File: src/rtl/vga_text_pkg.sv
// Shared glyph geometry and derived text-grid sizes for the VGA text path.
package vga_text_pkg;

    localparam int GLYPH_W    = 4;
    localparam int GLYPH_H    = 6;
    localparam int GLYPH_BITS = GLYPH_W * GLYPH_H;

    function automatic int cols_of(input int h_active, input int scale);
        return h_active >> (2 + scale);
    endfunction

    function automatic int cell_h_of(input int scale);
        return GLYPH_H << scale;
    endfunction

endpackage

File: src/rtl/vga_delay_line.sv
// Parameterised shift register with a configurable reset image; keeps side-band aligned with memory latency.
module vga_delay_line #(
    parameter int               WIDTH   = 1,
    parameter int               DEPTH   = 1,
    parameter logic [WIDTH-1:0] RST_VAL = '0
) (
    input  logic             clk,
    input  logic             rst,
    input  logic [WIDTH-1:0] din,
    output logic [WIDTH-1:0] dout
);

    logic [WIDTH-1:0] taps [DEPTH];

    always_ff @(posedge clk) begin
        if (rst) begin
            for (int i = 0; i < DEPTH; i++) taps[i] <= RST_VAL;
        end else begin
            taps[0] <= din;
            for (int i = 1; i < DEPTH; i++) taps[i] <= taps[i-1];
        end
    end

    assign dout = taps[DEPTH-1];

endmodule

File: src/rtl/glyph_text_renderer.sv
// Text-mode pixel sequencer: text RAM -> glyph ROM -> one pixel bit, with de/syncs delayed to match (LAT=4).
module glyph_text_renderer
    import vga_text_pkg::*;
#(
    parameter int   H_ACTIVE     = 640,
    parameter int   V_ACTIVE     = 480,
    parameter int   SCALE        = 2,
    parameter int   TEXT_AW      = 10,
    parameter int   BLINK_FRAMES = 30,
    parameter logic VSYNC_ACT    = 1'b0
) (
    input  logic               clk,
    input  logic               rst,
    input  logic [9:0]         pix_x,
    input  logic               de_in,
    input  logic               hsync_in,
    input  logic               vsync_in,
    output logic [TEXT_AW-1:0] text_addr,
    input  logic [7:0]         text_data,
    output logic [7:0]         rom_addr,
    input  logic [23:0]        rom_q,
    input  logic [TEXT_AW-1:0] cursor_addr,
    input  logic               cursor_en,
    output logic               pixel_on,
    output logic               de_out,
    output logic               hsync_out,
    output logic               vsync_out
);

    localparam int COLS    = cols_of(H_ACTIVE, SCALE);
    localparam int CELL_H  = cell_h_of(SCALE);
    localparam int LINE_W  = $clog2(CELL_H);
    localparam int GROW_W  = $clog2(GLYPH_H);
    localparam int GCOL_W  = $clog2(GLYPH_W);
    localparam int BIT_W   = $clog2(GLYPH_BITS);
    localparam int BLINK_W = $clog2(BLINK_FRAMES);
    localparam int SB_W    = 3 + GCOL_W + GROW_W + 1;
    localparam logic [SB_W-1:0] SB_RST = {1'b0, ~VSYNC_ACT, ~VSYNC_ACT, {(SB_W-3){1'b0}}};

    logic [TEXT_AW-1:0] row_base;
    logic [LINE_W-1:0]  line_in_cell;
    logic [BLINK_W-1:0] blink_cnt;
    logic               blink_ph;
    logic               de_prev;
    logic               vs_prev;
    logic               armed;

    // armed stays low after reset until a blanking cycle is seen, so a
    // line interrupted by reset is neither drawn nor counted.
    logic de_eff;
    logic de_fall;
    logic frame_start;
    assign de_eff      = de_in & armed;
    assign de_fall     = armed & de_prev & ~de_in;
    assign frame_start = (vsync_in == VSYNC_ACT) && (vs_prev != VSYNC_ACT);

    logic [TEXT_AW-1:0] addr_next;
    logic [GROW_W-1:0]  grow_next;
    logic [GCOL_W-1:0]  gcol_next;
    logic               cur_next;
    assign addr_next = row_base + TEXT_AW'(pix_x >> (2 + SCALE));
    assign grow_next = GROW_W'(line_in_cell >> SCALE);
    assign gcol_next = pix_x[SCALE+1:SCALE];
    assign cur_next  = cursor_en & blink_ph & (addr_next == cursor_addr);

    logic [SB_W-1:0]   sb_in;
    logic [SB_W-1:0]   sb_out;
    logic              s3_de;
    logic              s3_hs;
    logic              s3_vs;
    logic [GCOL_W-1:0] s3_gcol;
    logic [GROW_W-1:0] s3_grow;
    logic              s3_cur;
    assign sb_in = {de_eff, hsync_in, vsync_in, gcol_next, grow_next, cur_next};
    assign {s3_de, s3_hs, s3_vs, s3_gcol, s3_grow, s3_cur} = sb_out;

    // Stages 1..3: side-band rides alongside text RAM and glyph ROM latency.
    vga_delay_line #(
        .WIDTH   (SB_W),
        .DEPTH   (3),
        .RST_VAL (SB_RST)
    ) u_sideband (
        .clk  (clk),
        .rst  (rst),
        .din  (sb_in),
        .dout (sb_out)
    );

    assign rom_addr = text_data;

    logic [BIT_W-1:0] bit_sel;
    assign bit_sel = BIT_W'(GLYPH_BITS - 1 - (int'(s3_grow) * GLYPH_W + int'(s3_gcol)));

    always_ff @(posedge clk) begin
        if (rst) begin
            text_addr    <= '0;
            row_base     <= '0;
            line_in_cell <= '0;
            blink_cnt    <= '0;
            blink_ph     <= 1'b0;
            de_prev      <= 1'b0;
            vs_prev      <= ~VSYNC_ACT;
            armed        <= 1'b0;
            pixel_on     <= 1'b0;
            de_out       <= 1'b0;
            hsync_out    <= ~VSYNC_ACT;
            vsync_out    <= ~VSYNC_ACT;
        end else begin
            de_prev <= de_in;
            vs_prev <= vsync_in;
            armed   <= armed | ~de_in;

            // Frame start has priority over a coincident end of line.
            if (frame_start) begin
                row_base     <= '0;
                line_in_cell <= '0;
                if (blink_cnt == BLINK_W'(BLINK_FRAMES - 1)) begin
                    blink_cnt <= '0;
                    blink_ph  <= ~blink_ph;
                end else begin
                    blink_cnt <= blink_cnt + 1'b1;
                end
            end else if (de_fall) begin
                if (line_in_cell == LINE_W'(CELL_H - 1)) begin
                    line_in_cell <= '0;
                    row_base     <= row_base + TEXT_AW'(COLS);
                end else begin
                    line_in_cell <= line_in_cell + 1'b1;
                end
            end

            if (de_eff) text_addr <= addr_next;

            pixel_on  <= s3_de & (rom_q[bit_sel] ^ s3_cur);
            de_out    <= s3_de;
            hsync_out <= s3_hs;
            vsync_out <= s3_vs;
        end
    end

endmodule

File: config.mk
export PLATFORM = sky130hd
export DESIGN_NAME = glyph_text_renderer
export DESIGN_NICKNAME = d
export VERILOG_FILES = /design/src/rtl/vga_text_pkg.sv /design/src/rtl/vga_delay_line.sv /design/src/rtl/glyph_text_renderer.sv
export SDC_FILE = /design/constraint.sdc
export NUM_CORES = 1
export LEC_CHECK = 0
export CAP_MARGIN = 5
export CORE_MARGIN = 5
export CORE_UTILIZATION = 47
export DETAILED_ROUTE_END_ITERATION = 10
export HOLD_SLACK_MARGIN = 0.1
export MAX_ROUTING_LAYER = met4
export PLACE_DENSITY = 0.79
export SYNTH_ARGS = -nofsm -noshare
export SYNTH_HDL_FRONTEND = slang
export SYNTH_SLANG_ARGS = --single-unit
File: constraint.sdc
create_clock -name clk -period 2.7 [get_ports clk]
set_input_delay 0.54 -clock clk [delete_from_list [all_inputs] [get_ports clk]]
set_output_delay 0.54 -clock clk [all_outputs]
set_load 0.005 [all_outputs]
# After elaboration in Yosys (flattened, before gate mapping)
# Memories as Yosys holds them, arrays and structs flattened.
# Cells that the tools add are included.
# word_totals
output_inout_bits	22
n_memories	1
wordCells	51
ram_bits	27
reg_bits	38
inputBits	58
# classes
eq_ne	3
n_bitwise	14
order_cmp	1
n_mux	10
n_addsub	6
reduce_logical	4
# memory_table
name	words	width	rd	rd_ports_with_merged_regs	wr	line	rtl
u_sideband.taps	3	9	3	0	3	vga_delay_line.sv:13	logic [WIDTH-1:0] taps [DEPTH];
# op_table
operator	count
$mux 9	3
$add 10x6->10	1
$add 10x6->10 const B	1
$add 5x1->5 const B	2
$eq 10x10->1	1
$eq 5x5->1 const B	2
$mux 5	2
$and 1x1->1	6
$lt 5x6->1 const B	1
$add 5x2->5	1
$bmux 1 s5	1
$sub 5x5->5 const A	1
$mux 1	4
$or 1x1->1	4
$reduce_and 2->1	2
$not 1->1	3
$reduce_or 2->1	1
$logic_and 1x1->1	1
$xor 1x1->1	1

# Depth between registers and ports, before layout
# logic_depth
word_depth	6
ltp_mapped	8
ltp_nobuf	8

# Modules after synthesis
# From an unflattened synthesis, not the netlist that was laid out.
# unflattened
hier_cells	298
area_unflattened_um2	2855.2
# modules_own_cells
mod	n_inst	seq_area_each_um2	cells_per_inst	area_each_um2
glyph_text_renderer	1	700.7	233	2053.2
vga_delay_line	1	540.5	65	802.0

# Least setup slack after synthesis
# Ideal clock, no wire load.
# synth_timing
path_kind	input-to-reg
start	in pix_x[7]
end	mem u_sideband.taps[0][0] in the netlist's numbering
slack_ns	0.604
n_path_buf	0
cell_stages	7
arrival_time_ns	2.005
setup_ns	0.092
cell_sequence	ha_1 > fa_1 > xnor2_1 > nand4_1 > nor4_1 > nand3_1 > nor4_1
# synth_rtl
item	line	rtl
from (decl)	glyph_text_renderer.sv:14	input logic [9:0] pix_x,
to (decl)	vga_delay_line.sv:13	

==> impl_metrics.toml <==
[clock_tree]
post_cts_resize_count = 0
clk_pin_slew_worst_paths_ps = 70
cts_buffer_depth = 2
post_cts_buffers = 0
cts_buffers = 9
root_buffer = "clkbuf_8"
cts.sink_count = 61
holdBufCountCts = 0
worst_skew_pair.late_latency_ps = 340
htreeDepth = 3
cts_tree = "yes"

[detailed_routing]
avgRoutedWirePerCell_um = 13.10
ant_nets = 0
totalWireLength_mm = 5.605
drtIter0Drc = 111
remaining_drc_errors = 0
vias = 2150
drtPass1Iterations = 4
avgViaCountPerCell = 5.023

[power_and_ir_drop]
vdd_ir_drop_max_v = 0.0003244
power.leakage_nw = 1.349
power_density_nw_per_um2 = 582.3

[worst_setup_path]
cp_max_fo = 2
slowest_stage = "fa_1"
crit_buf_inv = 1
reg2reg_to = "u_sideband.taps[0][0]"
reg2reg_setup_slack_ps = 520
crit_chain = "clkdlybuf4s50_1, ha_1, fa_1, xnor2_1, nand4_1, nor4_1, nand3_1, nor4_1"
startpoint_type = "primary input"
worst_r2r_path_depth = 7
cp-end-kind = "flop"
crit_type = "in -> reg"
arrival_ps = 2670
required_ps = 2940
slowest_delay_ps = 560
rr_startpoint = "row_base[3]"
worst_path_most_repeated_cell = "nor4_1"
critPathTopFamily = "adder cells"

[synthesis]
synthDistinctLibCells = 44
ys_ff_latch = 61
yosysSeqAreaShare_pct = 44.40
synth_area_leaders = "dfxtp_1 44%, nor2b_1 5.7%, xnor2_1 5.1%"
synthCells = 295
synth_top_area_share_pct = 44.40
yosys-top-cells-count = "61 x dfxtp_1, 25 x nor2b_1, 24 x nand2_1"
yosysWarnings = 0
netlist_area_um2 = 2750
avgSynthCellArea_um2 = 9.323
yosys.area.top_type = "dfxtp_1"
ys.flop_type = "dfxtp_1"
synth_edf_count = 0
synth_nets = 365
yosysMostFrequentCell = "dfxtp_1"
async_reset_ff_share_pct = 0

[global_route]
grt_pass1_wl_mm = 9.535
grt_max_degree = 35
antenna_found_initial = 0
first_global_vias = 2140
track_usage_pct = 16.51
grt-ovfl-total = 0

[cells_and_area]
diodes = 0
nets = 421
num-fill-cells = 488
multi_input_comb_area_um2 = 1385
instances_no_fill = 428
drive_gt1_share_pct = 9.551
area_growth_pct = 31.53
seqCellArea_um2 = 1221

[placement]
routabilityCongestion = 0.8357
placed_cells = 412
port_buffers = 61
dp_hpwl_mm = 4.123

[die]
dieWidth_um = 86.50
fp-row-count = 27
io_pins = 80
coreArea_um2 = 5608
initial_utilization_pct = 49.04
die_area_um2 = 7481
die_h_um = 86.50

[hold_path]
holdPathEnd = "vsync_out"
hold_path.class = "reg -> reg"
min_from = "u_sideband.taps[0][24]"
hold_depth = 1

[sta]
rsz0062_at_grt = "no"
worst_pin_slew_ps = 485.4
setup_viol = 0
finalHoldViolCount = 0
fin_skew_ps = 10.14
slew_violations = 0
fin_crit_sh_pct = 89.90
period_minus_slack_ps = 2427
timing.hold.ws_ps = 407.9
max_freq_mhz = 412.0
max-slew-margin-rel_pct = 67.64

[run_status]
outcome = "complete, no violations"

[flow_run]
maxCapViolCount = 0
cell type report:
| type | instances | share of cell area, % |
|---|---|---|
| flip-flops and latches | 61 | 33.76 |
| repair buffers | 67 | 18.13 |
| inverters | 5 | 0.5189 |
| clock inverters | 6 | 3.009 |
| multi-input cells | 207 | 38.29 |
| well taps | 72 | 2.490 |
| clock buffers | 10 | 3.805 |
cells by family (layout without fill, tap and decap cells):
logic type	Yosys count	after routing	synth area share, %
buf+inv	27	88	5.232
xor+xnor	26	26	8.280
simple gates	116	116	22.57
mux	10	10	3.731
fa+ha+maj	12	12	5.732
flops	61	61	44.40
compound gates	43	43	10.06
placed cells by master (no fill, tap or decap), drive strengths merged, types with 2 or more instances in the layout:
master and count:
clkinv 2, xor2 10, or3b 2, clkbuf 10, mux2 2, ha 11, clkdlybuf4s50 61, nand3 6
a21o 3, nor4 3, a21oi 15, nand4 5, a22o 2, xnor2 16, a211oi 7, nand2b 4
nor2 21, nand2 24, nor2b 25, nor3 6, or2 9, dfxtp 61, inv 6, buf 6
nor3b 2, bufinv 3, o21ai 6, and2 4, or3 4, o21a 2, mux2i 8
routing by layer:
metal / share of wire (%) / vias to the layer above / wire (um) / GRT usage (%)
met1: 44 / 973 / 2455 / 18.97
met5: 0 / - / 0 / -
met3: 7.5 / 14 / 421 / 4.278
met4: 2.4 / 0 / 134 / 8.499
met2: 46 / 63 / 2594 / 26.50
li1: - / 1100 / - / -
flip-flops by register name (all words and copies together), names as in the netlist:
name / flops
line_in_cell: 5
vsync_out: 1
blink_cnt: 5
armed: 1
de_prev: 1
row_base: 7
blink_ph: 1
text_addr: 10
de_out: 1
u_sideband.taps: 27
pixel_on: 1
hsync_out: 1
worst max-delay path by stage:
| stage | from | endpoint | slack [ps] | cells after the start |
|---|---|---|---|---|
| floorplan | pix_x[7] | u_sideband.taps[0][0] | 600 | 7 |
| CTS | pix_x[7] | u_sideband.taps[0][0] | 270 | 8 |
| finish | pix_x[7] | u_sideband.taps[0][0] | 270 | 8 |
| global route | pix_x[7] | u_sideband.taps[0][0] | 200 | 8 |
| detailed placement | pix_x[7] | u_sideband.taps[0][0] | -70 | 8 |
| global placement | pix_x[7] | u_sideband.taps[0][0] | -5 | 8 |
metrics by stage:
stage                     instance area (um2)  util [%]  worst slack [ps]  power [mW]  TNS (ps)
after detailed placement                 3371     60.11            -66.50       1.133    -66.50
after CTS                                3617     64.50             272.3       2.126         0
after global placement                   3371     60.11            -4.547       1.129    -4.547
after floorplan                          2750         -             603.5       1.037         0
after global routing                     3617     64.50             196.3       2.188         0
final                                    3617     64.50             272.6       2.106         0
power breakdown:
| part | internal, mW | total [mW] | switching, mW | leakage (nW) |
|---|---|---|---|---|
| logic | 0.113 | 0.181 | 0.0674 | 0.726 |
| clock network | 0.638 | 0.993 | 0.355 | 0.127 |
| registers | 0.920 | 0.932 | 0.0120 | 0.496 |
| total | 1.67 | 2.11 | 0.435 | 1.35 |
Note: power is estimated with default switching activity, not from simulation.
